`config.mk`:
```
export PLATFORM = sky130hd
export DESIGN_NAME = display_share_arbiter
export DESIGN_NICKNAME = d
export VERILOG_FILES = /design/src/rtl/disp_arb_pkg.sv /design/src/rtl/display_share_arbiter_rr_pick.sv /design/src/rtl/display_share_arbiter.sv
export SDC_FILE = /design/constraint.sdc
export NUM_CORES = 1
export LEC_CHECK = 0
export ABC_AREA = 1
export CORE_MARGIN = 2
export CORE_UTILIZATION = 50
export DETAILED_ROUTE_END_ITERATION = 10
export PLACE_DENSITY = 0.89
export SYNTH_ARGS = -nofsm -noshare
export SYNTH_HDL_FRONTEND = slang
export SYNTH_SLANG_ARGS = --single-unit
```
`constraint.sdc`:
```
create_clock -name clk -period 2.75 [get_ports clk]
set_input_delay 0.275 -clock clk [delete_from_list [all_inputs] [get_ports clk]]
set_output_delay 0.275 -clock clk [all_outputs]
set_load 0.01 [all_outputs]
```
`src/rtl/disp_arb_pkg.sv`:
```
// ----------------------------------------------------------------------------
// disp_arb_pkg
// Shared definitions for the display share arbiter.
//   disp_state_t     : arbiter FSM state (IDLE, SHOW)
//   DEF_N_REQ        : default number of requesters
//   DEF_HOLD_CYCLES  : default minimum display time per grant (1 s at 100 MHz)
//   DEF_CNT_W        : default hold counter width (2**DEF_CNT_W > DEF_HOLD_CYCLES)
//   DIGIT_IDLE       : nibble value shown after reset and in ID mode while idle
// ----------------------------------------------------------------------------
package disp_arb_pkg;

    typedef enum logic {
        IDLE = 1'b0,
        SHOW = 1'b1
    } disp_state_t;

    localparam int DEF_N_REQ       = 4;
    localparam int DEF_HOLD_CYCLES = 100_000_000;
    localparam int DEF_CNT_W       = 27;

    localparam logic [3:0] DIGIT_IDLE = 4'h0;

endpackage

```
`src/rtl/display_share_arbiter_rr_pick.sv`:
```
// ----------------------------------------------------------------------------
// rr_pick
// Combinational round-robin picker: returns the lowest requester index at or
// after i_pointer, wrapping N_REQ-1 -> 0.
// Ports:
//   i_req     in  N_REQ   request vector (already masked by the caller)
//   i_pointer in  IDX_W   index with highest priority this cycle
//   o_valid   out 1       at least one request present
//   o_winner  out IDX_W   winning index (0 when o_valid is 0)
// ----------------------------------------------------------------------------
module rr_pick #(
    parameter int N_REQ = 4,
    parameter int IDX_W = 2
) (
    input  logic [N_REQ-1:0] i_req,
    input  logic [IDX_W-1:0] i_pointer,
    output logic             o_valid,
    output logic [IDX_W-1:0] o_winner
);

    localparam logic [IDX_W:0] N_L = (IDX_W+1)'(N_REQ);

    logic [IDX_W:0] w_pos;

    // Scan from the farthest offset down to offset 0 so the last hit, which
    // is the closest index at/after the pointer, is the one that sticks.
    always_comb begin
        o_valid  = 1'b0;
        o_winner = '0;
        w_pos    = '0;
        for (int k = N_REQ - 1; k >= 0; k--) begin
            w_pos = {1'b0, i_pointer} + (IDX_W+1)'(k);
            if (w_pos >= N_L) begin
                w_pos = w_pos - N_L;
            end
            if (i_req[w_pos[IDX_W-1:0]]) begin
                o_valid  = 1'b1;
                o_winner = w_pos[IDX_W-1:0];
            end
        end
    end

endmodule

```
`src/rtl/display_share_arbiter.sv`:
```
// ----------------------------------------------------------------------------
// display_share_arbiter
// Time-shares one 4-digit seven-segment display between N_REQ requesters.
// Round-robin grant, each winner keeps the display for at least HOLD_CYCLES.
// Build option: DISP_SHOW_ID_EN -- d4 shows the owner index while busy
// (DIGIT_IDLE when idle) and d3..d1 show data[11:0]. Undefined: d4..d1 show
// all 16 data bits.
// Ports:
//   clk          in   1         system clock
//   rst          in   1         asynchronous, active-high reset
//   req          in   N_REQ     level requests
//   data         in   16*N_REQ  requester i value at data[16*i +: 16]
//   gnt          out  N_REQ     one-hot owner, zero when idle
//   busy         out  1         display owned by someone
//   d4,d3,d2,d1  out  4 each    nibbles to the display driver
//   o_state      out  1         FSM state, for observation
// Handshake: req is a level held by the requester; gnt is a one-hot level
// that stays up for at least HOLD_CYCLES cycles and is never pre-empted.
// ----------------------------------------------------------------------------
module display_share_arbiter
    import disp_arb_pkg::*;
#(
    parameter int N_REQ       = DEF_N_REQ,
    parameter int HOLD_CYCLES = DEF_HOLD_CYCLES,
    parameter int CNT_W       = DEF_CNT_W
) (
    input  logic                 clk,
    input  logic                 rst,
    input  logic [N_REQ-1:0]     req,
    input  logic [16*N_REQ-1:0]  data,
    output logic [N_REQ-1:0]     gnt,
    output logic                 busy,
    output logic [3:0]           d4,
    output logic [3:0]           d3,
    output logic [3:0]           d2,
    output logic [3:0]           d1,
    output disp_state_t          o_state
);

    localparam int IDX_W = (N_REQ > 1) ? $clog2(N_REQ) : 1;
    localparam logic [CNT_W-1:0] HOLD_LOAD = CNT_W'(HOLD_CYCLES - 1);
    localparam logic [IDX_W-1:0] LAST_IDX  = IDX_W'(N_REQ - 1);

    disp_state_t      r_state, w_state;
    logic [N_REQ-1:0] r_gnt, w_gnt;
    logic [IDX_W-1:0] r_owner, w_owner;
    logic [IDX_W-1:0] r_ptr, w_ptr;
    logic [CNT_W-1:0] r_cnt, w_cnt;
    logic [15:0]      r_digits, w_digits;

    logic             w_pick_valid;
    logic [IDX_W-1:0] w_pick_idx;
    logic [IDX_W-1:0] w_pick_next;
    logic [N_REQ-1:0] w_pick_onehot;
    logic [15:0]      w_owner_data;

    // The current owner is masked out, so at hold expiry a different
    // requester always wins if one is waiting. In IDLE r_gnt is zero.
    rr_pick #(
        .N_REQ (N_REQ),
        .IDX_W (IDX_W)
    ) u_rr_pick (
        .i_req     (req & ~r_gnt),
        .i_pointer (r_ptr),
        .o_valid   (w_pick_valid),
        .o_winner  (w_pick_idx)
    );

    assign w_pick_next  = (w_pick_idx == LAST_IDX) ? '0 : w_pick_idx + 1'b1;
    assign w_owner_data = data[{r_owner, 4'b0000} +: 16];

    always_comb begin
        w_pick_onehot             = '0;
        w_pick_onehot[w_pick_idx] = 1'b1;
    end

    always_ff @(posedge clk or posedge rst) begin
        if (rst) begin
            r_state  <= IDLE;
            r_gnt    <= '0;
            r_owner  <= '0;
            r_ptr    <= '0;
            r_cnt    <= '0;
            r_digits <= {4{DIGIT_IDLE}};
        end else begin
            r_state  <= w_state;
            r_gnt    <= w_gnt;
            r_owner  <= w_owner;
            r_ptr    <= w_ptr;
            r_cnt    <= w_cnt;
            r_digits <= w_digits;
        end
    end

    always_comb begin
        w_state  = r_state;
        w_gnt    = r_gnt;
        w_owner  = r_owner;
        w_ptr    = r_ptr;
        w_cnt    = r_cnt;
        w_digits = r_digits;
        case (r_state)
            IDLE: begin
                if (w_pick_valid) begin
                    w_state = SHOW;
                    w_gnt   = w_pick_onehot;
                    w_owner = w_pick_idx;
                    w_ptr   = w_pick_next;
                    w_cnt   = HOLD_LOAD;
                end
            end
            SHOW: begin
                // Digits follow the owner only while it still requests;
                // otherwise they freeze at the last sampled value.
                if (req[r_owner]) begin
                    w_digits = w_owner_data;
                end
                if (r_cnt != '0) begin
                    w_cnt = r_cnt - 1'b1;
                end else if (w_pick_valid) begin
                    w_gnt   = w_pick_onehot;
                    w_owner = w_pick_idx;
                    w_ptr   = w_pick_next;
                    w_cnt   = HOLD_LOAD;
                end else if (req[r_owner]) begin
                    w_cnt = HOLD_LOAD;
                end else begin
                    w_state = IDLE;
                    w_gnt   = '0;
                end
            end
            default: begin
                w_state = IDLE;
                w_gnt   = '0;
            end
        endcase
    end

    assign gnt     = r_gnt;
    assign busy    = (r_state == SHOW);
    assign o_state = r_state;
    assign d3      = r_digits[11:8];
    assign d2      = r_digits[7:4];
    assign d1      = r_digits[3:0];

`ifdef DISP_SHOW_ID_EN
    assign d4 = busy ? {{(4-IDX_W){1'b0}}, r_owner} : DIGIT_IDLE;
`else
    assign d4 = r_digits[15:12];
`endif

endmodule

```
==> results.txt, run 1 <==
The placeable core area is 0.00729 sq mm. The slack of the worst reg-to-reg path is roughly 0.55 ns. The final number of setup-violating endpoints came out at 0. The synthesis-to-layout area growth came out at 26.7%. By area, the combinational part of the netlist is dominated by simple AND/OR/NAND/NOR gates. The height of the die came out at just over 90 um. Of the total power, registers draw 42.5%. The post-CTS repair timing setup buffer count came out at 0. After synthesis the cells add up to between 0.003 and 0.004 sq mm. The floorplan has 31 rows. The global route total overflow came out at 0.

The cell total after placement came out at between 700 and 800. Clock-pin slew was measured on the worst setup and hold paths at 0.09 ns. The width of the die came out at 91.0 um.

The H-tree depth is 2. For the worst setup path, the data required time is about 3.0 ns. Summed over all instances, the cell type with the most area after synthesis is sky130_fd_sc_hd__dfrtp_1. The sum of negative setup slack came out at 0 ns.

The run finished with clean final reports. The final instance count without filler cells is 752. The highest net fanout along the worst path is 27. Of the total synthesized cell area, the portion taken by AND, OR, NAND and NOR gates is between 40% and 50%.

The maximum VDD drop came out at a little over 200 uV. The switching power is between 0.9 and 1 mW. The number of optimization iterations in the first detailed-route pass came out at 7. The die outline area came out at between 0.008 and 0.009 sq mm. The number of buffer and inverter stages on the critical path is 0. The final HPWL from detailed placement came out at 7890 um.

The clock latency on the worst-skew pair is ~0.31 ns. Hold repair after CTS inserted 0 buffers. The pin count of the biggest net entering global routing came out at 34. The power per standard cell area is 516 mW/mm^2. The fraction of registers with async set/reset is 100%.

At the end of routability-driven placement, the weighted congestion stood at 0.939. After Yosys synthesis, XOR and XNOR cells account for under 10% of the synthesized area. In this design, the largest share of critical-path delay is due to simple AND/OR/NAND/NOR gates. The internal portion of total power came out at approximately 1.6 mW. The initial DRC count is about 350. The worst setup path is launched from a flip-flop.

The distinct cell type count of the synthesized netlist came out at 31. In the synthesized netlist the dominant register cell turns out to be sky130_fd_sc_hd__dfrtp_1. The data arrival time of the worst path is around 2.4 ns. The worst path in the final design needs a cycle of approximately 2.2 ns, including I/O delays and setup.

The complex-gate fraction of the synthesized area is 7.99%. Of the total power, the share spent switching nets is 37.1%. The number of warnings reported in the yosys synthesis log came out at 0. The tree is rooted in a sky130_fd_sc_hd__clkbuf_8. The number of antenna violations at the first check in global routing was 0. For this design, the sink count on the clock tree is 52. The number of top-level design ports came out at 92.

The share of the clock period used by the worst path came out at between 70% and 80%. The number of nets with antenna violations after routing is 0. Measured against its own limit, the worst slew margin works out to approximately 70%. The number of nets in the layout came out at roughly 730. The cell that appears most often on the critical path is sky130_fd_sc_hd__nand2_1.

The longest clock path from root to sink contains 2 buffers. The path class of the tightest hold or removal check is input port to async pin. The slew at the pin with the worst max-slew slack is between 0.4 and 0.5 ns. The number of synthesized register bits came out at 52.

Across the run, the number of max-cap violations was 0. The worst clock skew on the final layout is ~0.0074 ns. Of the total power, the clock network draws 18.6%. The global-route total usage across every layer came out at roughly a quarter. The slowest cell on the critical path is sky130_fd_sc_hd__dfrtp_1. The total cell area at the placement stage is 0.00471 sq mm. In this design, the stage delay of the slowest critical-path cell is 0.44 ns.

Of the total synthesized cell area, the portion taken by full adders, half adders and majority gates is slightly below 2%. The leakage component of the power is around 2.4 nW. The multiplexer area fraction after synthesis is 0%. The number of standard cells after synthesis is approximately 580. The sequential fraction of the synthesis area is 34.3%. The number of buffers inserted during clock tree synthesis is 5. The number of synthesized flops with an enable pin came out at 0.

In this run, the combinational gates consume between 30 and 40% of the power. The critical path goes through nor2_1 > nand2_1 > nor2_2 > nand2_1 > nor2_8 > nor2_4 > nor2_8 > nand2_4 > nand2_1 > nand2_1. The library cells used most frequently in the layout, excluding fill and tap cells, are sky130_fd_sc_hd__nand2_1 (188), sky130_fd_sc_hd__nor2_1 (98), sky130_fd_sc_hd__clkdlybuf4s50_1 (91).

The initial cell density of the core came out at about half. The number of antenna repair diodes came out at 0. The total number of vias is slightly above 4,000. The average size of a mapped cell is about 6.6 sq um.

The average wire per cell in the routed design came out at between 10 and 15 um. The per-cell via count in the routed design came out at between 5 and 6. The number of pins with negative max-slew slack in the final report is 0. The critical setup path kind is flip-flop to flip-flop. Setup repair after global routing left no endpoint under its margin.

The count of cells resized by post-cts repair came out at 0. The total wirelength of the detailed-routed design came out at 10,500 um. The port buffer count came out at just over 90.

The count of endpoints failing hold in the final timing report is 0. Leaving out fill and tap cells, the most frequent cell in the layout is sky130_fd_sc_hd__nand2_1. The post-route netlist has under 10% of its cells at a drive strength greater than 1. The wire length of the first global-routing pass is roughly 18,000 um.

The TritonCTS clock tree is yes. Ranked by total cell area, the synthesized netlist is headed by sky130_fd_sc_hd__dfrtp_1 (34%), sky130_fd_sc_hd__nand2_1 (19%), sky130_fd_sc_hd__nor2_1 (9.7%), sky130_fd_sc_hd__nand3_1 (8.3%), sky130_fd_sc_hd__inv_1 (3.8%). The layout has between 600 and 700 filler cells. Measured on the finished design, the core utilization comes to around 66%.

The post-layout instance area is roughly 0.0048 sq mm. Static timing analysis puts the maximum clock frequency at 455 MHz. The total DRC errors in the routed layout is 0. The proportion of netlist area held by the largest area contributor is 34.3%. STA classifies the critical path endpoint as a flip-flop. The total power is between 2 and 2.5 mW. The synthesized netlist net count came out at roughly 650. The number of global-route vias before repair is between 4,000 and 5,000.
-- through the flow --
stage	setup slack, ns	hold slack (ns)
finish	0.554	0.267
floorplan	1.05	0.471
global route	0.377	0.316
CTS	0.596	0.287
detailed placement	0.545	0.465
global placement	0.591	0.463
-- cells in the mapped netlist, types with 2 or more instances --
cell                         n
sky130_fd_sc_hd__nand2_1   188
sky130_fd_sc_hd__dfrtp_1    52
sky130_fd_sc_hd__o21ai_0    23
sky130_fd_sc_hd__buf_2       3
sky130_fd_sc_hd__inv_1      38
sky130_fd_sc_hd__nand2_2     3
sky130_fd_sc_hd__o211ai_1    4
sky130_fd_sc_hd__nor2_4      2
sky130_fd_sc_hd__nand4_1    18
sky130_fd_sc_hd__nor2_8      2
sky130_fd_sc_hd__nor2_2      6
sky130_fd_sc_hd__inv_2       6
sky130_fd_sc_hd__or2_2       3
sky130_fd_sc_hd__buf_4       4
sky130_fd_sc_hd__xor2_1      5
sky130_fd_sc_hd__o21ai_1     2
sky130_fd_sc_hd__nand2_4     2
sky130_fd_sc_hd__xnor2_1     5
sky130_fd_sc_hd__ha_1        6
sky130_fd_sc_hd__buf_6       6
sky130_fd_sc_hd__nor2_1     98
sky130_fd_sc_hd__nand3_1    63
sky130_fd_sc_hd__o32ai_1    16
sky130_fd_sc_hd__clkbuf_1   13
-- worst register-to-register path: cells and delay by family (launching register included) --
| kind | cells | cell delay [ns] |
|---|---|---|
| flip-flops | 1 | 0.44 |
| AND/OR/NAND/NOR | 10 | 1.63 |
-- layout make-up --
class | count | area, sq um | share of cell area (%)
Clock buffer | 7 | 86.3 | 1.80
Tap cell | 99 | 124 | 2.58
Multi-Input combinational cell | 451 | 2150 | 44.8
Inverter | 44 | 165 | 3.44
Clock inverter | 1 | 7.51 | 0.156
Sequential cell | 52 | 1300 | 27.1
Timing Repair Buffer | 98 | 963 | 20.1
-- registers in the layout (all words and copies together) (netlist names) --
signal and cells:
r_owner 2, r_digits 16, busy 1, r_cnt 27, gnt 4, r_ptr 2
-- logic make-up after synthesis --
group	after synthesis
and+or+nand+nor	389
buffers and inverters	72
DFF	52
AOI/OAI and AO/OA	46
xor gates and xnor gates	10
adders and majority gates	6
-- power by group through the flow --
stage	Clock [mW]	Sequential [mW]	Combinational [mW]
floorplan	0	1.06	0.562
global placement	0	1.06	0.926
detailed placement	0	1.06	0.960
CTS	0.467	1.05	0.967
global route	0.496	1.07	1.07
finish	0.460	1.05	0.964
-- final timing paths --
| check | depth (start not counted) | start | endpoint |
|---|---|---|---|
| min | 2 | rst | r_digits[1] |
| min in group clk | 2 | r_digits[8] | r_digits[8] |
| max | 10 | r_cnt[18] | r_cnt[6] |
| min reg2reg | 2 | r_digits[8] | r_digits[8] |
| max reg2reg | 10 | r_cnt[18] | r_cnt[6] |
| max in group asynchronous | 3 | rst | r_cnt[8] |
-- metal layers --
layer  global-route usage [%]  wire length, um  share of wire (%)  vias to the layer above
met1                     31.8             4390                 42                     1936
met5                        0                0                  0                        -
met4                     9.72              346                3.3                        0
met3                     3.24              486                4.6                       39
li1                         -                -                  -                     2007
met2                     46.5             5310                 50                      155
Note: power is estimated with default switching activity, not from simulation.
==> run 2: changes to the inputs <==
Clock period 2.75 ns to 2.03 ns, I/O delays scaled along.
==> run 2 against run 1 <==
Compared with the run above:
- critical path depth grew 1
- sequential power is 37% higher
- die area unchanged
==> results.txt, run 2 (synthesized netlist as in run 1, its figures left out) <==
Result of the run: completed (unchanged). The buffer cell driving the clock tree root is sky130_fd_sc_hd__clkbuf_8 (unchanged). The number of top-level design ports is 92 (unchanged).

The final HPWL from detailed placement is 7900 um (was 7890 um). The startpoint kind of the worst setup timing path was a flip-flop (unchanged). The total DRC errors in the routed layout came out at 0 (unchanged). The launch instance of the worst register-to-register path is r_cnt[0] (was r_cnt[18]). The critical path endpoint category is a flip-flop (unchanged). The data arrival time of the worst path is 2.11 ns (was 2.40 ns).

The number of global-route vias before repair came to 3,926 (was 4,055). The number of optimization iterations in the first detailed-route pass is 5 (was 7). The minimum setup slack after placement is 0.0667 ns (was 0.545 ns). The width of the die came out at 91.0 um (unchanged). The placeable core area was 0.00729 sq mm (unchanged). The register name with the most flops is r_cnt (unchanged). The port buffer count is 91 (unchanged).

The average wire per cell in the routed design is 13.8 um (was 14.0 um). The shortest clock period the worst path allows after layout came out at 1.87 ns (was 2.20 ns). The worst min-delay path category is input port to async pin (unchanged). The power per standard cell area was 697 mW/mm^2 (was 516 mW/mm^2). The maximum VDD drop is 291 uV (was 203 uV). The die outline area is 0.00829 sq mm (unchanged). The post-layout worst setup margin came out at 0.159 ns (was 0.554 ns). The total number of vias was 4,091 (was 4,137). The worst hold slack came out at 0.210 ns (was 0.267 ns). The count of cells resized by post-cts repair came to 0 (unchanged).

The number of nets with antenna violations after routing came to 0 (unchanged). The height of the die came out at 91.0 um (unchanged). The flip-flop count of the largest register after layout is 27 (unchanged).

The number of pins with negative max-slew slack in the final report came out at 0 (unchanged). The global-route total usage across every layer is 25.5% (was 25.9%). Commonest non-fill, non-tap cells in the layout: sky130_fd_sc_hd__nand2_1 (188), sky130_fd_sc_hd__nor2_1 (98), sky130_fd_sc_hd__clkdlybuf4s50_1 (91) (unchanged). The per-cell via count in the routed design is 5.40 (was 5.50). The count of hold buffers inserted by post-cts repair came out at 0 (unchanged). The row count is 31 (unchanged). The H-tree depth is 2 (unchanged).

The most common cell after layout, fill and taps aside is sky130_fd_sc_hd__nand2_1 (unchanged). The final number of setup-violating endpoints is 0 (unchanged). The share of the clock period used by the worst path came to 92.1% (was 79.8%).

The number of nets in the layout is 733 (was 728). The clock latency on the worst-skew pair is 0.32 ns (was 0.31 ns). The final core area utilization came out at 66.7% (was 65.8%). The proportion of layout cells with a drive suffix above 1 is 6.99% (was 5.97%). The number of buffers inserted during clock tree synthesis is 5 (unchanged). The pin count of the biggest net entering global routing is 33 (was 34). The leakage component of the power is 2.41 nW (was 2.38 nW). The number of antenna repair diodes is 0 (unchanged). The highest net fanout along the worst path is 12 (was 27). The global route total overflow is 0 (unchanged). The total wirelength of the detailed-routed design came out at 10,400 um (was 10,500 um). The TritonCTS clock tree is yes (unchanged). The count of endpoints failing hold in the final timing report is 0 (unchanged). The clock transition time at the flip-flop clock pins of the worst setup and hold paths came to 0.11 ns (was 0.09 ns). The initial cell density of the core is 52.0% (unchanged). The final RePlAce weighted congestion was 0.914 (was 0.939). The synthesis-to-layout area growth came to 28.4% (was 26.7%). The sum of negative setup slack came to 0 ns (unchanged). RSZ-0062 raised after global routing: no (unchanged).

The number of antenna violations at the first check in global routing came out at 0 (unchanged). The number of max-cap violations came to 0 (unchanged). The maximum root-to-sink buffer count is 2 (unchanged). The wire length of the first global-routing pass came out at 17,600 um (was 18,000 um). The launch point of the critical path was r_cnt[0] (was r_cnt[18]). The post-CTS repair timing setup buffer count is 0 (unchanged). The peak clock frequency supported by timing came out at 535 MHz (was 455 MHz). The critical setup path kind is flip-flop to flip-flop (unchanged). The slew at the pin with the worst max-slew slack is 0.490 ns (was 0.445 ns). The worst clock skew on the final layout is 0.0134 ns (was 0.00735 ns). The initial DRC count was 284 (was 354). The CTS sink count is 52 (unchanged).

The worst-case headroom to the max-slew limit came out at 67.3% (was 70.1%). The required time reported for the critical path endpoint came out at 2.27 ns (was 2.95 ns).
[run 2: worst paths after layout]
path,endpoint,slack [ns],depth (start not counted)
setup / recovery,r_cnt[10],0.16,11
hold / removal,r_digits[1],0.21,2
setup reg to reg,r_cnt[10],0.16,11
hold reg to reg,r_digits[5],0.49,2
max in group asynchronous,r_ptr[0],1.26,3
min in group clk,r_digits[5],0.49,2
[run 2: final cells by class]
| type | instances | area, sq um |
|---|---|---|
| clock inverter | 3 | 27.5 |
| clock buffer | 5 | 68.8 |
| inverter | 44 | 165 |
| tap | 99 | 124 |
| sequential | 52 | 1300 |
| timing repair buffer | 103 | 1030 |
| multi-input combinational | 451 | 2150 |
| fill | 622 | 2430 |
[run 2: power breakdown]
part | switching [mW] | internal, mW
sequential | 0.212 | 1.23
clock | 0.388 | 0.254
combinational | 0.689 | 0.620
[run 2: routing by layer]
layer / GRT usage (%) / wire length (um) / vias up
met3: 3.49 / 438 / 27
li1: - / - / 2014
met1: 31.6 / 4480 / 1917
met4: 8.84 / 245 / 0
met2: 45.2 / 5250 / 133
met5: 0 / 0 / -
[run 2: stage by stage]
stage          power, mW  instances  instance area (sq um)
5_1_grt             3.62        757                   4870
4_1_cts             3.40        757                   4860
3_5_place_dp        2.76        749                   4770
2_1_floorplan       2.20        575                   3790
6_report            3.39        757                   4870
3_3_place_gp        2.70        749                   4770
[run 2: worst max-delay path: stages, from the launching register on]
cell	delay, ns
sky130_fd_sc_hd__dfrtp_1	0.42
sky130_fd_sc_hd__inv_1	0.13
sky130_fd_sc_hd__ha_1	0.20
sky130_fd_sc_hd__nand2_1	0.07
sky130_fd_sc_hd__nor2_1	0.19
sky130_fd_sc_hd__nand2_4	0.09
sky130_fd_sc_hd__nor2_8	0.15
sky130_fd_sc_hd__nor2_4	0.06
sky130_fd_sc_hd__nor2_8	0.12
sky130_fd_sc_hd__buf_4	0.19
sky130_fd_sc_hd__nand3_1	0.09
sky130_fd_sc_hd__o21ai_0	0.08
==> run 3: changes to the inputs <==
Settings changed: RECOVER_POWER set to 25.
==> run 3 against run 2 <==
Compared with the run above:
- design area unchanged
- utilization unchanged
- first-iteration DRC count unchanged
- routed wire length hardly changed
- non-clock buffer count stayed put
- clock power barely moved
- clock skew hardly changed
- critical path depth stayed put
- global-route usage is the same
- maximum frequency about the same
==> results.txt, run 3 (synthesized netlist as in run 1, its figures left out) <==
The number of antenna violations at the first check in global routing came to 0 (unchanged). The share of the clock period used by the worst path came out at 92.1% (about the same). Commonest non-fill, non-tap cells in the layout: sky130_fd_sc_hd__nand2_1 (188), sky130_fd_sc_hd__nor2_1 (98), sky130_fd_sc_hd__clkdlybuf4s50_1 (90) (was sky130_fd_sc_hd__nand2_1 (188), sky130_fd_sc_hd__nor2_1 (98), sky130_fd_sc_hd__clkdlybuf4s50_1 (91)). The initial cell density of the core came out at 52.0% (unchanged). The shortest clock period the worst path allows after layout came out at 1.87 ns (about the same). The number of buffers inserted during clock tree synthesis is 5 (unchanged).

The average wire per cell in the routed design was 13.7 um (was 13.8 um). The number of nets with antenna violations after routing is 0 (unchanged). The worst-case headroom to the max-slew limit is 41.0% (was 67.3%).

The final RePlAce weighted congestion is 0.914 (unchanged). The slew at the pin with the worst max-slew slack was 0.884 ns (was 0.490 ns). The placeable core area came to 0.00729 sq mm (unchanged). The number of nets in the layout is 733 (unchanged). The die outline area came out at 0.00829 sq mm (unchanged). The worst clock skew on the final layout is 0.0134 ns (about the same).

The H-tree depth is 2 (unchanged). The total number of vias is 4,087 (was 4,091). The total cell area at the placement stage came to 0.00477 sq mm (unchanged). Result of the run: completed (unchanged). The synthesis-to-layout area growth is 28.4% (unchanged).

The row count came out at 31 (unchanged). The total wirelength of the detailed-routed design is 10,400 um (about the same). RSZ-0062 raised after global routing: no (unchanged). The count of endpoints failing hold in the final timing report came out at 0 (unchanged). The startpoint kind of the worst setup timing path is a flip-flop (unchanged). The proportion of layout cells with a drive suffix above 1 came out at 6.84% (was 6.99%). The wire length of the first global-routing pass is 17,600 um (unchanged). The maximum root-to-sink buffer count was 2 (unchanged). The cell total after placement is 749 (unchanged). The most common cell after layout, fill and taps aside is sky130_fd_sc_hd__nand2_1 (unchanged).

The worst min-delay path category is input port to async pin (unchanged). The final instance count without filler cells is 757 (unchanged). The final number of setup-violating endpoints came to 0 (unchanged). The initial DRC count is 284 (unchanged). The register area is 0.00130 sq mm (unchanged). The global-route total usage across every layer came out at 25.5% (unchanged). The pin count of the biggest net entering global routing is 33 (unchanged). The port buffer count came out at 91 (unchanged). The final HPWL from detailed placement came out at 7900 um (unchanged). The critical setup path kind is flip-flop to flip-flop (unchanged).

The per-cell via count in the routed design came to 5.40 (about the same). The number of pins with negative max-slew slack in the final report came to 0 (unchanged). The register name with the most flops is r_cnt (unchanged). The number of antenna repair diodes came out at 0 (unchanged). The power per standard cell area came out at 697 mW/mm^2 (about the same). The count of filler cells inserted in the layout is 622 (unchanged). The TritonCTS clock tree is yes (unchanged).

The clock latency on the worst-skew pair is 0.32 ns (about the same). The number of max-cap violations is 0 (unchanged). The global route total overflow came out at 0 (unchanged). The post-layout instance area is 0.00487 sq mm (unchanged). The maximum VDD drop is 291 uV (about the same).

The leakage component of the power is 2.42 nW (was 2.41 nW). The worst hold slack was 0.493 ns (was 0.210 ns). The multi-input logic area is 0.00215 sq mm (unchanged).

The number of optimization iterations in the first detailed-route pass came to 5 (unchanged). The height of the die is 91.0 um (unchanged). The flip-flop count of the largest register after layout came out at 27 (unchanged). The CTS sink count is 52 (unchanged). The highest net fanout along the worst path is 12 (unchanged). The post-CTS repair timing setup buffer count is 0 (unchanged). The number of global-route vias before repair was 3,926 (unchanged). The peak clock frequency supported by timing came out at 535 MHz (about the same). The number of top-level design ports came to 92 (unchanged). The total DRC errors in the routed layout came out at 0 (unchanged). The sum of negative setup slack is 0 ns (unchanged). The clock transition time at the flip-flop clock pins of the worst setup and hold paths is 0.11 ns (about the same). The width of the die is 91.0 um (unchanged). The critical path endpoint category is a flip-flop (unchanged). The data arrival time of the worst path is 2.11 ns (about the same). The required time reported for the critical path endpoint came out at 2.27 ns (about the same).

The buffer cell driving the clock tree root is sky130_fd_sc_hd__clkbuf_8 (unchanged).
[run 3: cell count changes in the layout (fill, tap and decap cells not counted), sizes merged]
cell | before | now
clkdlybuf4s50 | 91 | 90
dlygate4sd3 | 0 | 1
[run 3: per-stage QoR]
step	power, mW	worst slack, ns	util [%]
after floorplan	2.20	0.332	-
after global placement	2.70	0.157	65.4
after detailed placement	2.76	0.0667	65.4
after CTS	3.40	0.140	66.7
after global routing	3.62	0.00190	66.7
final	3.39	0.160	66.7
[run 3: critical path: stages (launching register included)]
cell	delay [ns]
sky130_fd_sc_hd__dfrtp_1	0.42
sky130_fd_sc_hd__inv_1	0.13
sky130_fd_sc_hd__ha_1	0.20
sky130_fd_sc_hd__nand2_1	0.07
sky130_fd_sc_hd__nor2_1	0.19
sky130_fd_sc_hd__nand2_4	0.09
sky130_fd_sc_hd__nor2_8	0.15
sky130_fd_sc_hd__nor2_4	0.06
sky130_fd_sc_hd__nor2_8	0.12
sky130_fd_sc_hd__buf_4	0.19
sky130_fd_sc_hd__nand3_1	0.09
sky130_fd_sc_hd__o21ai_0	0.08
[run 3: where the power goes]
group | total (mW) | internal [mW] | switching [mW]
Combinational | 1.31 | 0.619 | 0.689
Clock | 0.642 | 0.254 | 0.388
Sequential | 1.44 | 1.23 | 0.213
[run 3: repair_timing]
action | CTS | global route
hold buffers | 0 | 0
gates resized for setup | 0 | 1
setup endpoints to repair | 0 | 10
[run 3: worst paths after layout]
| kind | end | from | slack [ns] | depth (start not counted) |
|---|---|---|---|---|
| setup / recovery | r_cnt[10] | r_cnt[0] | 0.16 | 11 |
| hold / removal | r_digits[1] | rst | 0.49 | 2 |
| setup reg to reg | r_cnt[10] | r_cnt[0] | 0.16 | 11 |
| hold reg to reg | r_digits[5] | r_digits[5] | 0.49 | 2 |
| max in group asynchronous | r_ptr[0] | rst | 0.85 | 3 |
| min in group clk | r_digits[5] | r_digits[5] | 0.49 | 2 |
[run 3: routing by layer]
layer	vias up	global-route usage, %	wire [um]	part of all wire (%)
met1	1919	31.6	4500	43
met2	127	45.2	5250	50
met4	0	8.84	245	2.4
met5	-	0	0	0
met3	27	3.49	417	4.0
li1	2014	-	-	-
[run 3: cell type report]
cell class	instances	share of cell area, %
repair buffers	103	21.1
clock buffers	5	1.41
inverters	44	3.39
well taps	99	2.55
multi-input cells	451	44.2
clock inverters	3	0.566
flip-flops and latches	52	26.8
